`src/rtl/mlkem_pkg.sv`:
```
// Shared constants, FSM state type and lane-walk helper for the ML-KEM host unpacker.
// The unpacker splits a 64-bit host word into 16-bit lanes selected by a keep mask.
package mlkem_pkg;

  localparam int NUM_LANES = 4;
  localparam logic [7:0] LOAD_CMD = 8'h05;
  localparam logic [7:0] IDLE_CMD = 8'h00;

  typedef enum logic [0:0] {
    ST_IDLE = 1'b0,
    ST_EMIT = 1'b1
  } state_e;

  typedef struct packed {
    logic [1:0] lane;
    logic       last;
  } lane_step_t;

  // Lowest set bit of keep strictly above lane; last=1 when none remains.
  function automatic lane_step_t next_lane(input logic [NUM_LANES-1:0] keep,
                                           input logic [1:0] lane);
    lane_step_t r;
    r.lane = lane;
    r.last = 1'b1;
    for (int i = NUM_LANES - 1; i >= 0; i--) begin
      if ((i > int'(lane)) && keep[i]) begin
        r.lane = 2'(i);
        r.last = 1'b0;
      end
    end
    return r;
  endfunction

endpackage

```
`src/rtl/mlkem_lane_sel.sv`:
```
// Combinational priority encoder: first set lane of an incoming keep mask, and the
// next set lane after the one currently being emitted from the holding register.
module mlkem_lane_sel
  import mlkem_pkg::*;
(
  input  logic [NUM_LANES-1:0] new_keep_i,
  input  logic [NUM_LANES-1:0] keep_i,
  input  logic [1:0]           lane_i,
  output logic [1:0]           first_lane_o,
  output logic                 first_any_o,
  output logic [1:0]           next_lane_o,
  output logic                 last_o
);

  lane_step_t step;

  always_comb begin
    first_lane_o = 2'd0;
    for (int i = NUM_LANES - 1; i >= 0; i--) begin
      if (new_keep_i[i]) first_lane_o = 2'(i);
    end
  end

  assign first_any_o = |new_keep_i;
  assign step        = next_lane(keep_i, lane_i);
  assign next_lane_o = step.lane;
  assign last_o      = step.last;

endmodule

```
`src/rtl/mlkem_input_unpacker.sv`:
```
// Width converter: 64-bit host words in, back-pressured 16-bit core writes out with
// auto-incremented addresses. Core-side data/address come straight from registers.
module mlkem_input_unpacker
  import mlkem_pkg::*;
(
  input  logic        clk,
  input  logic        rst,
  input  logic        in_valid,
  output logic        in_ready,
  input  logic [63:0] in_data,
  input  logic [15:0] in_add,
  input  logic [3:0]  in_keep,
  input  logic        core_ready,
  output logic        core_we,
  output logic [15:0] core_data,
  output logic [15:0] core_add,
  output logic [7:0]  core_control,
  input  logic        cnt_clear,
  output logic [15:0] wr_count,
  output logic        busy
);

  state_e      state_q, state_d;
  logic [63:0] data_q, data_d;
  logic [15:0] base_q, base_d;
  logic [3:0]  keep_q, keep_d;
  logic [1:0]  lane_q, lane_d;
  logic [15:0] out_data_q, out_data_d;
  logic [15:0] out_add_q, out_add_d;
  logic [15:0] cnt_q, cnt_d;

  logic [15:0] hold_lane [NUM_LANES];
  logic [15:0] in_lane   [NUM_LANES];

  logic [1:0] first_lane;
  logic        first_any;
  logic [1:0] nxt_lane;
  logic        is_last;

  logic emit, fire, done, accept;

  genvar gi;
  generate
    for (gi = 0; gi < NUM_LANES; gi++) begin : g_lanes
      assign hold_lane[gi] = data_q[16*gi +: 16];
      assign in_lane[gi]   = in_data[16*gi +: 16];
    end
  endgenerate

  mlkem_lane_sel u_lane_sel (
    .new_keep_i  (in_keep),
    .keep_i      (keep_q),
    .lane_i      (lane_q),
    .first_lane_o(first_lane),
    .first_any_o (first_any),
    .next_lane_o (nxt_lane),
    .last_o      (is_last)
  );

  assign emit = (state_q == ST_EMIT);
  assign fire = emit & core_ready;
  assign done = fire & is_last;
  // Accepting on the completing cycle lets consecutive words stream with no bubble.
  assign in_ready = ~rst & (~emit | done);
  assign accept   = in_valid & in_ready;

  always_comb begin
    state_d    = state_q;
    data_d     = data_q;
    base_d     = base_q;
    keep_d     = keep_q;
    lane_d     = lane_q;
    out_data_d = out_data_q;
    out_add_d  = out_add_q;

    if (fire) begin
      keep_d[lane_q] = 1'b0;
      if (is_last) begin
        state_d = ST_IDLE;
      end else begin
        lane_d     = nxt_lane;
        out_data_d = hold_lane[nxt_lane];
        out_add_d  = base_q + {14'd0, nxt_lane};
      end
    end

    // An all-zero mask is consumed without ever entering EMIT.
    if (accept && first_any) begin
      state_d    = ST_EMIT;
      data_d     = in_data;
      base_d     = in_add;
      keep_d     = in_keep;
      lane_d     = first_lane;
      out_data_d = in_lane[first_lane];
      out_add_d  = in_add + {14'd0, first_lane};
    end
  end

  always_comb begin
    cnt_d = cnt_q;
    if (cnt_clear) begin
      cnt_d = fire ? 16'd1 : 16'd0;
    end else if (fire && (cnt_q != 16'hFFFF)) begin
      cnt_d = cnt_q + 16'd1;
    end
  end

  always_ff @(posedge clk) begin
    if (rst) begin
      state_q    <= ST_IDLE;
      data_q     <= '0;
      base_q     <= '0;
      keep_q     <= '0;
      lane_q     <= '0;
      out_data_q <= '0;
      out_add_q  <= '0;
      cnt_q      <= '0;
    end else begin
      state_q    <= state_d;
      data_q     <= data_d;
      base_q     <= base_d;
      keep_q     <= keep_d;
      lane_q     <= lane_d;
      out_data_q <= out_data_d;
      out_add_q  <= out_add_d;
      cnt_q      <= cnt_d;
    end
  end

  assign core_we      = emit;
  assign core_data    = out_data_q;
  assign core_add     = out_add_q;
  assign core_control = emit ? LOAD_CMD : IDLE_CMD;
  assign wr_count     = cnt_q;
  assign busy         = emit;

endmodule

```
`config.mk`:
```
export PLATFORM = sky130hd
export DESIGN_NAME = mlkem_input_unpacker
export DESIGN_NICKNAME = d
export VERILOG_FILES = /design/src/rtl/mlkem_pkg.sv /design/src/rtl/mlkem_lane_sel.sv /design/src/rtl/mlkem_input_unpacker.sv
export SDC_FILE = /design/constraint.sdc
export NUM_CORES = 1
export LEC_CHECK = 0
export ABC_AREA = 1
export BUFFER_PORTS_ARGS = -buffer_cell sky130_fd_sc_hd__buf_2
export CAP_MARGIN = 20
export CORE_MARGIN = 5
export CORE_UTILIZATION = 59
export CTS_CLUSTER_SIZE = 8
export DETAILED_ROUTE_END_ITERATION = 16
export GPL_ROUTABILITY_DRIVEN = 0
export PLACE_DENSITY = 0.84
export SYNTH_ARGS = -nofsm -noshare
export SYNTH_HDL_FRONTEND = slang
export SYNTH_SLANG_ARGS = --single-unit
```
`constraint.sdc`:
```
create_clock -name clk -period 5 [get_ports clk]
set_input_delay 0.75 -clock clk [delete_from_list [all_inputs] [get_ports clk]]
set_output_delay 0.75 -clock clk [all_outputs]
set_load 0.005 [all_outputs]
```
==> results by group <==
Routing
  – DRC viols: 0
  – Pre-antenna DRT Iters: 6
  – Wirelength, routed: 19.4 mm
  – Wire length on met3: ~1.8 mm
  – Antenna Nets Post-Route: 0
  – Initial drt markers: 920
  – DR vias: 7313
  – Wire length on met1: 7.87 mm
  – DR top layer: met5
  – Post-DR vias/cell: 5.58
  – Wire length on met2: 9.12 mm
  – Avg WL per Cell: 14.8 um

Clocking
  – Hold_buf cts: 0
  – Root buffer cell: clkbuf_16
  – Clock Pin Slew Worst Setup and Hold Paths: 0.05 ns
  – Clk_lat worst skew: 0.42 ns
  – Buffer count from post-CTS setup fixing: 0
  – CTS Sinks: 119
  – CTS buffer count: 17
  – Clk buf depth: 2
  – CTS tree: yes
  – CTS resizes: 0
  – H-tree depth: 4

Setup path
  – Reg-to-Reg Start: lane_q[1]
  – CP Class: primary input to register
  – CP Cell Sequence: buf_2, inv_1, nand2_1, nand2_1, nand2_1, buf_4, inv_1, ha_1, fa_1, nand2_1, nor2_1, inv_1, nor2_1, nand3_1, nand2_1, nand2_1, inv_1, nand2_1, nand2_1, a21oi_1
  – Crit path top cell by count: nand2_1
  – Critical path arrival: 3.34 ns
  – Worst path max stage delay: 0.55 ns
  – CP Launch Type: primary input
  – Critical-path top delay cell: inv_1
  – Crit. End Element: register
  – Critical Path RT: 5.28 ns
  – Peak fanout along the critical path: 47
  – Crit path from: in_keep[2]

Cells and area
  – Most common cell after layout, fill and taps aside: nand2_1
  – Final nets: 1254
  – Final cell count without fillers: 1311
  – Area grow syn2layout: 17.4%
  – Fraction of layout cells with a size suffix above 1: 17.0%
  – Antenna Cells: 0
  – Fill cells: 1001
  – Most frequent cells in the layout: 247 x nand2_1, 141 x buf_2, 125 x nor2_1, 119 x dfxtp_1, 107 x inv_1

Timing
  – Final count of pins violating max slew: 0
  – Fin crit period: between 3 and 4 ns
  – Max_slew headroom: roughly two fifths
  – Fin crit share: between 60 and 70%
  – Final WS setup: about 1.9 ns
  – Max Fclk: 328 MHz
  – Unrepaired setup endpoints after global routing: false
  – Endpoints failing setup: 0
  – Least-Margin Pin Slew: 0.906 ns
  – Fin. Hold Viols: 0
  – Setup TNS: 0 ns
  – Clock Skew: 0.00539 ns

Job
  – Max-cap violations: 0

Synth
  – Synthesis Warnings: 0
  – Synthesized area: roughly 6800 sq um
  – Register bit total from synthesis: 119
  – Syn avg cell area: 6.44 sq um
  – Post-synthesis sequential area ratio: 35.2%
  – Cell variety after synth: 38
  – Cells after synthesis: ~1100

Placement
  – Pre-CTS setup slack: around 1.6 ns
  – Placed cell count: 1282
  – Port bufs: 141
  – Post-detail-place hpwl: ~13 mm

Global routing
  – Antenna violations before repair: 2
  – Largest net degree at the start of global routing: 150
  – First-pass GRT wire length: 30.8 mm
  – Grt ovf: 0
  – Number of global-route vias before repair: approximately 6600
  – Total track usage: 28.3%

Pwr
  – Total power per unit cell area: 328 nW/um^2
  – Leakage: 3.73 nW
  – Total power: 2.61 mW
  – Peak VDD IR: between 0.0002 and 0.00025 V

Floorplanning
  – I/O Pins: 148
  – Die area: 13700 sq um
  – Core area: 11300 sq um
  – Starting Density: 59.8%
  – Rows: 39
  – Die Y: 117 um
  – Die Wd: 117 um

Min path
  – Hold Crit Start: data_q[43]
  – Worst hold path class: register to register

Run status
  – Status: finished, final reports clean
power by group:
group	switching, mW	internal [mW]
combinational	0.262	0.143
clock	0.407	0.751
sequential	0.0316	1.01
flip-flops by register name, summed over array words and instances, names as in the netlist:
signal     flops
wr_count      16
lane_q         2
base_q        16
core_data     16
core_add      16
keep_q         3
busy           1
data_q        49
Yosys cell counts (all sizes together):
cell | instances | area (sq um)
o21bai | 3 | 22.5
buf | 41 | 260
xor2 | 16 | 140
nand4 | 17 | 113
nor2 | 130 | 529
or2 | 1 | 6.26
dfxtp | 119 | 2380
o21a | 1 | 7.51
o21ai | 103 | 527
fa | 2 | 40.0
a21oi | 104 | 521
inv | 114 | 428
nor3 | 7 | 46.3
nand3 | 95 | 498
conb | 1 | 3.75
o211ai | 7 | 52.6
ha | 5 | 62.6
a21boi | 1 | 7.51
nand2 | 253 | 970
clkbuf | 24 | 90.1
xnor2 | 5 | 43.8
nor3b | 1 | 7.51
nand3b | 2 | 15.0
final cells by class:
class | instances | area (sq um) | share of cell area (%)
multi-input cells | 759 | 3640 | 45.8
clock inverters | 3 | 40.0 | 0.504
repair buffers | 147 | 763 | 9.60
inverters | 114 | 428 | 5.38
well taps | 143 | 179 | 2.25
clock buffers | 26 | 519 | 6.53
flip-flops and latches | 119 | 2380 | 30.0
worst max-delay path: cells and delay by family:
family	cells	cell delay [ns]
AOI/OAI and AO/OA	1	0.05
and+or+nand+nor	11	0.91
adders and majority gates	2	0.54
buffers and inverters	6	1.05
per-layer routing:
metal  up-vias  GRT usage (%)
li1       3594              -
met1      3286           35.2
met2       372           47.1
met3        57           5.66
met4         4           12.9
met5         -              0
through the flow:
| stage | hold slack (ns) | instance area, sq um | util [%] |
|---|---|---|---|
| finish | 0.450 | 7950 | 70.2 |
| global route | 0.460 | 7950 | 70.2 |
| CTS | 0.452 | 7950 | 70.2 |
| detailed placement | 0.444 | 7390 | 65.3 |
| global placement | 0.440 | 7390 | 65.3 |
| floorplan | 0.429 | 6790 | - |
kinds of logic after synthesis:
kind of cell,synth area share (%)
xor+xnor,2.72
other cells,0.0554
buf+inv,11.5
compound gates,16.8
flops,35.2
simple gates,32.3
fa+ha+maj,1.51
final timing paths:
kind	slack, ns	cells after the start	endpoint
max	1.95	20	core_add[14]
min	0.45	2	data_q[43]
max reg2reg	2.05	16	core_add[11]
min reg2reg	0.45	2	data_q[43]
Note: power is estimated with default switching activity, not from simulation.
